$ cat src/rtl/regfile_writeback_queue.sv
// Writeback queue feeding the register file's single write port, with a pending
// scoreboard and optional read forwarding (enabled by REGFILE_WBQ_FORWARD_EN).
module regfile_writeback_queue #(
    parameter int DEPTH = 4,
    parameter int WIDTH = 32
) (
    input  logic                     Clk,
    input  logic                     Reset_n,
    input  logic                     InValid,
    output logic                     InReady,
    input  logic [4:0]               InReg,
    input  logic [WIDTH-1:0]         InData,
    input  logic                     Stall,
    output logic [4:0]               WriteRegister,
    output logic [WIDTH-1:0]         WriteData,
    output logic                     RegWrite,
    input  logic [4:0]               ReadRegister1,
    input  logic [4:0]               ReadRegister2,
    output logic                     Fwd1Hit,
    output logic                     Fwd2Hit,
    output logic [WIDTH-1:0]         Fwd1Data,
    output logic [WIDTH-1:0]         Fwd2Data,
    output logic [31:0]              Pending,
    output logic [$clog2(DEPTH):0]   Count
);

    localparam int AW = $clog2(DEPTH);
    localparam int CW = AW + 1;

    logic [DEPTH-1:0] vld_q, vld_d;
    logic [4:0]       reg_q [DEPTH];
    logic [4:0]       reg_d [DEPTH];
    logic [WIDTH-1:0] dat_q [DEPTH];
    logic [WIDTH-1:0] dat_d [DEPTH];
    logic [AW-1:0]    head_q, head_d;
    logic [AW-1:0]    tail_q, tail_d;
    logic [CW-1:0]    count_q, count_d;

    logic not_empty;
    logic push;
    logic pop;

    assign not_empty = (count_q != '0);
    assign InReady   = Reset_n && (count_q < CW'(DEPTH));
    assign RegWrite  = Reset_n && not_empty && !Stall;
    // r0 writes complete the handshake but never occupy an entry
    assign push      = InValid && InReady && (InReg != 5'd0);
    assign pop       = RegWrite;
    assign Count     = count_q;

    always_comb begin
        vld_d   = vld_q;
        reg_d   = reg_q;
        dat_d   = dat_q;
        head_d  = head_q;
        tail_d  = tail_q;
        count_d = count_q;
        if (pop) begin
            vld_d[head_q] = 1'b0;
            head_d        = head_q + AW'(1);
        end
        // push and pop never share a slot: push requires a free entry
        if (push) begin
            vld_d[tail_q] = 1'b1;
            reg_d[tail_q] = InReg;
            dat_d[tail_q] = InData;
            tail_d        = tail_q + AW'(1);
        end
        case ({push, pop})
            2'b10:   count_d = count_q + CW'(1);
            2'b01:   count_d = count_q - CW'(1);
            default: count_d = count_q;
        endcase
    end

    always_ff @(posedge Clk) begin
        if (!Reset_n) begin
            vld_q   <= '0;
            head_q  <= '0;
            tail_q  <= '0;
            count_q <= '0;
            for (int i = 0; i < DEPTH; i++) begin
                reg_q[i] <= '0;
                dat_q[i] <= '0;
            end
        end else begin
            vld_q   <= vld_d;
            head_q  <= head_d;
            tail_q  <= tail_d;
            count_q <= count_d;
            reg_q   <= reg_d;
            dat_q   <= dat_d;
        end
    end

    always_comb begin
        WriteRegister = '0;
        WriteData     = '0;
        if (Reset_n && not_empty) begin
            WriteRegister = reg_q[head_q];
            WriteData     = dat_q[head_q];
        end
    end

    // Rebuilt from the valid entries each cycle, so duplicates clear correctly
    always_comb begin
        Pending = '0;
        for (int i = 0; i < DEPTH; i++) begin
            if (vld_q[i]) Pending[reg_q[i]] = 1'b1;
        end
        Pending[0] = 1'b0;
        if (!Reset_n) Pending = '0;
    end

`ifdef REGFILE_WBQ_FORWARD_EN
    logic [AW-1:0] idx;

    // Walk oldest to newest so the newest match wins
    always_comb begin
        Fwd1Hit  = 1'b0;
        Fwd2Hit  = 1'b0;
        Fwd1Data = '0;
        Fwd2Data = '0;
        idx      = '0;
        for (int k = 0; k < DEPTH; k++) begin
            idx = head_q + AW'(k);
            if (Reset_n && vld_q[idx] && (reg_q[idx] == ReadRegister1) &&
                (ReadRegister1 != 5'd0)) begin
                Fwd1Hit  = 1'b1;
                Fwd1Data = dat_q[idx];
            end
            if (Reset_n && vld_q[idx] && (reg_q[idx] == ReadRegister2) &&
                (ReadRegister2 != 5'd0)) begin
                Fwd2Hit  = 1'b1;
                Fwd2Data = dat_q[idx];
            end
        end
    end
`else
    logic unused_rd;
    assign unused_rd = ^{ReadRegister1, ReadRegister2};
    assign Fwd1Hit   = 1'b0;
    assign Fwd2Hit   = 1'b0;
    assign Fwd1Data  = '0;
    assign Fwd2Data  = '0;
`endif

endmodule

$ cat config.mk
export PLATFORM = sky130hd
export DESIGN_NAME = regfile_writeback_queue
export DESIGN_NICKNAME = d
export VERILOG_FILES = /design/src/rtl/regfile_writeback_queue.sv
export SDC_FILE = /design/constraint.sdc
export NUM_CORES = 1
export LEC_CHECK = 0
export ABC_CLOCK_PERIOD_IN_PS = 8200
export BUFFER_PORTS_ARGS = -buffer_cell sky130_fd_sc_hd__buf_2
export CORE_ASPECT_RATIO = 0.75
export CORE_MARGIN = 5
export CORE_UTILIZATION = 25
export CTS_CLUSTER_SIZE = 30
export DETAILED_ROUTE_END_ITERATION = 12
export HOLD_SLACK_MARGIN = 0.03
export PLACE_DENSITY = 0.45
export SLEW_MARGIN = 20
export SYNTH_ARGS = -nofsm -noshare
export SYNTH_HDL_FRONTEND = slang
export SYNTH_SLANG_ARGS = --single-unit
$ cat constraint.sdc
create_clock -name Clk -period 8.2 [get_ports Clk]
set_input_delay 1.64 -clock Clk [delete_from_list [all_inputs] [get_ports Clk]]
set_output_delay 1.64 -clock Clk [all_outputs]
set_load 0.05 [all_outputs]
# Word level (Yosys, flattened, before mapping)
# Index checks and enable logic that the tools add are counted.
# word_totals
regBits	159
latchBits	0
ram_bits	0
rom_bits	0
in_bits	51
output_inout_bits	140
elab_cells	92
mem_count	0
# op_classes
add_sub_neg	4
multipliers	0
div	0
magnitude_cmp	16
n_eq_ne	2
shift	0
n_mux	34
n_bitwise	8
reduce_logical	16
# op_table
cell	count
$mux 32	9
$bwmux 128	1
$or 32x32->32	3
$bmux 32 s2	1
$demux 32 s2	1
$lt 5x6->1 const B	4
$bwmux 20	1
$demux 1 s5	4
$ge 5x1->1 const B	4
$mux 5	4
$logic_and 1x1->1	12
$bmux 5 s2	1
$demux 5 s2	1
$mux 4	2
$ge 3x3->1 const B	2
$lt 2x3->1 const B	2
$mux 1	6
$not 2->3	2
$pmux 3 s2	1
$reduce_bool 5->1	1
$add 2x1->2 const B	2
$and 4x4->4	1
$demux 1 s2	2
$ge 2x1->1 const B	2
11 further kinds	11

# Longest topological paths before layout
# logic_depth
word_depth	12
ltp_mapped	10
depth_no_buf	8

# Worst setup path after synthesis
# OpenSTA, ideal clock, no wires.
# synth_timing
path_type	input-to-output
start	in Reset_n
end	out InReady
arrival_time_ns	3.170
slack_ns	3.390
path_stages	5
path_cell_list	clkbuf_1 -> clkbuf_1 -> clkbuf_1 -> inv_1 -> nor2_1
# synth_between
elab_chain_len	1
# synth_rtl
element	line	rtl
from (decl)	8	input logic Reset_n,
$logic_and 1x1->1	44	assign InReady = Reset_n && (count_q < CW'(DEPTH));
to (decl)	10	output logic InReady,
# Every way passes these cells.

# Final worst setup path
# layout_timing
start	in Reset_n
end	out RegWrite
# layout_between
elab_chain_len	2
# layout_rtl
element	line	rtl
$logic_and 1x1->1 (2 in series)	45	assign RegWrite = Reset_n && not_empty && !Stall;
to (decl)	16	output logic RegWrite,
# Every way passes these cells.

==> results.md <==
- Setup violations remaining at the end of the flow were counted as 0.
- For this design, the CTS-stage hold fixing added 0 buffers.
- The path type of the worst min-delay path is reg -> reg.
- The number of buffers on the longest clock path is 2.
- The count of inserted antenna diode cells is 0.
- The remaining antenna violation count after routing is 0.
- The floorplan has 59 rows.
- The overall via count from detail_route is 6729.
- The cell type with the highest aggregate area in the netlist is dfxtp_1.
- In this run the tool buffered the top-level ports with 113 buffer cells.
- The placed instances occupy a cell area of 9390 um2.
- The setup clock skew after layout is 0.01425 ns.
- After routing the design area is 9946 um2.
- Setup repair after global routing left no endpoint under its margin.
- The placer congestion estimate is 0.8330.
- The share of the Yosys chip area taken by registers is 0.3602.
- The iteration-0 DRC count of the detailed router is 467.
- The area added between synthesis and finish is 12.54%.
- After detailed routing, the number of vias per cell comes to 4.666.
- Including well taps, the total number of placed cells is 1410.
- The width of the die is 227.1 um.
- The final layout contains 1033 nets.
- The clock transition at the registers of the reported paths is 0.07 ns.
- The worst path arrival time is 3.49 ns.
- The number of setup buffers added after CTS is 0.
- The worst supply voltage drop on vdd is 0.1200 mV.
- The number of max-cap violations is 0.
- The CTS tree is yes.
- The ratio of final minimum period to clock period is 0.6261.
- Synthesis instantiated 39 different standard cells from the library.
- Measured against its own limit, the worst slew margin works out to 0.4141.
- The deepest level of the CTS H-tree is 4.
- The time the final worst path needs with I/O delays and setup is 5.134 ns.
- In the final timing run, aggregate negative setup slack is 0 ns.
- The average instance area after synthesis is 9.690 um2.
- The aggregate global routing overflow is 0.
- The initial antenna violation count was 0.
- Based on the critical path, the design can be clocked at up to 0.1948 GHz.
- The post-placement worst setup slack is 3.035 ns.
- CTS placed an instance of clkbuf_16 at the clock tree root.
- The die is 172.8 um tall.
- The die area is 39250 um2.
- 191 I/O pins were placed.
- The wire length of the first global-routing pass is 39.49 mm.
- The number of hold-slack violations in the final timing report is 0.
- The HPWL reported at the end of detailed placement is 16.49 mm.
- The via count of the first global-routing pass came to 6753.
- The floorplan step defined a core boundary enclosing 34770 um2.
- The CTS sink count is 159.
- In the final routed layout, each cell accounts on average for 17.56 um.
- The number of CTS-inserted buffers is 17.
- In this run the static leakage power is 4.584 nW.
- The clock latency on the worst-skew pair is 0.44 ns.
- After technology mapping, the gate count stands at 912.
- The flow ran to the end, and the final reports show no timing, DRC or antenna violations.
- The number of remaining DRC errors is 0.
- The number of max-slew violations in the final report is 0.
- The post-route non-filler standard cell count is 1442.
- In the global route stage, overall resource usage came out at 0.1274.
- Final hold analysis gives a worst-case slack of 0.4581 ns.
- The worst setup path is of the in -> out kind.
- At the pin with the least slew margin, the transition time is 0.8788 ns.
- The post-cts gate resize count is 0.
- Of the post-synthesis cell area, the dominant cell type holds 0.3602.
- The overall power is 1.904 mW.
- The power density of the placed cells is 191.5 nW/um2.
- The count of TritonRoute iterations in the first routing pass is 5.
- The routed design has 25.32 mm of wire.
- By area the synthesized netlist is led by dfxtp_1, mux2i_1, mux4_2.
- The total number of yosys warnings is 0.
- Along the worst path, the maximum fanout reaches 79.
- The fraction of final layout cells sized beyond drive strength 1 is 0.2051.
- The post-synthesis instance area is 8837 um2.
- STA classifies the critical path startpoint as an input pin.
- Entering global routing, the biggest net connects 80 pins.
- The utilization after layout is 0.2860.
- STA classifies the critical path endpoint as an output port.
- For this configuration, the core starts out at a cell density of 0.2542.
- The data required time at the worst endpoint is 6.56 ns.
- After layout, the worst setup slack is 3.066 ns.
- Counting flops and latches in the post-synthesis netlist gives 159.
kinds of logic after synthesis:
| group | Yosys count | synth area share |
|---|---|---|
| buffers and inverters | 160 | 0.1137 |
| multiplexers | 176 | 0.2517 |
| AND/OR/NAND/NOR | 284 | 0.1610 |
| XOR/XNOR | 2 | 0.001983 |
| other | 1 | 0.0004243 |
| flip-flops | 159 | 0.3602 |
| adder cells (fa/ha/maj) | 10 | 0.01501 |
| AO/OA/AOI/OAI | 120 | 0.09599 |
power by group:
| group | internal [mW] | total, mW | switching, mW | leakage [nW] |
|---|---|---|---|---|
| clock network | 0.399 | 0.769 | 0.370 | 0.273 |
| logic | 0.0873 | 0.299 | 0.212 | 3.02 |
| registers | 0.801 | 0.836 | 0.0352 | 1.29 |
| total | 1.29 | 1.90 | 0.617 | 4.58 |
sequential cells by signal, summed over array words and instances, names as in the netlist:
signal  cells
dat_q     128
tail_q      2
reg_q      20
head_q      2
vld_q       4
Count       3
cells in the final DEF, fill, tap and decap left out, drive strengths merged, types with 2 or more instances in the layout:
cell type and n:
o311ai 4, o21a 31, clkbuf 18, o22ai 62, a21oi 3, or2 4, nor2b 37, mux4 37
xor2 2, o211ai 4, or4bb 11, or3 2, mux2i 139, ha 9, nor2 5, o21ai 3
buf 121, nand2b 8, and3 12, a31o 12, nand4 4, dfxtp 159, or4b 4, nand4b 12
nand2 181, inv 21, clkinv 6, conb 67
synthesized netlist by cell type, drive strengths merged:
cell     count
nand2      181
dfxtp      159
mux2i      139
buf         92
o22ai       62
clkbuf      54
mux4        37
nor2b       37
o21a        31
inv         14
a31o        12
and3        12
nand4b      12
or4bb       11
ha           9
nand2b       8
nor2         5
nand4        4
o211ai       4
o311ai       4
or2          4
or4b         4
a21oi        3
o21ai        3
or3          2
xor2         2
and3b        1
conb         1
fa           1
nand4bb      1
nor3         1
o31ai        1
or4          1
worst max-delay path: stages:
cell and delay [ns]:
buf_6 0.45, o31ai_4 0.24, buf_4 0.35, nor2_1 0.42
buf_2 0.35
final timing paths:
check | startpoint | endpoint | slack, ns | cells after the start
worst min-delay path | dat_q[90] | dat_q[90] | 0.46 | 2
worst max register to register | Count[2] | Count[2] | 5.41 | 9
worst max-delay path | Reset_n | RegWrite | 3.07 | 5
worst min register to register | dat_q[90] | dat_q[90] | 0.46 | 2
layer usage:
layer / vias up / track usage / wire length [um]
met5: - / 0 / 0
met4: 0 / 0.02416 / 153
met3: 15 / 0.04119 / 1746
met2: 228 / 0.1782 / 10580
met1: 3265 / 0.1920 / 12840
li1: 3221 / - / -
final cells by class:
| cell class | count | area [um2] |
|---|---|---|
| flip-flops and latches | 159 | 3188 |
| clock inverters | 14 | 126.4 |
| fillers | 3702 | 24820 |
| clock buffers | 18 | 429.2 |
| well taps | 457 | 571.8 |
| repair buffers | 121 | 631.9 |
| multi-input cells | 659 | 4946 |
| inverters | 14 | 52.55 |
Power figures use the tool's default switching activity.
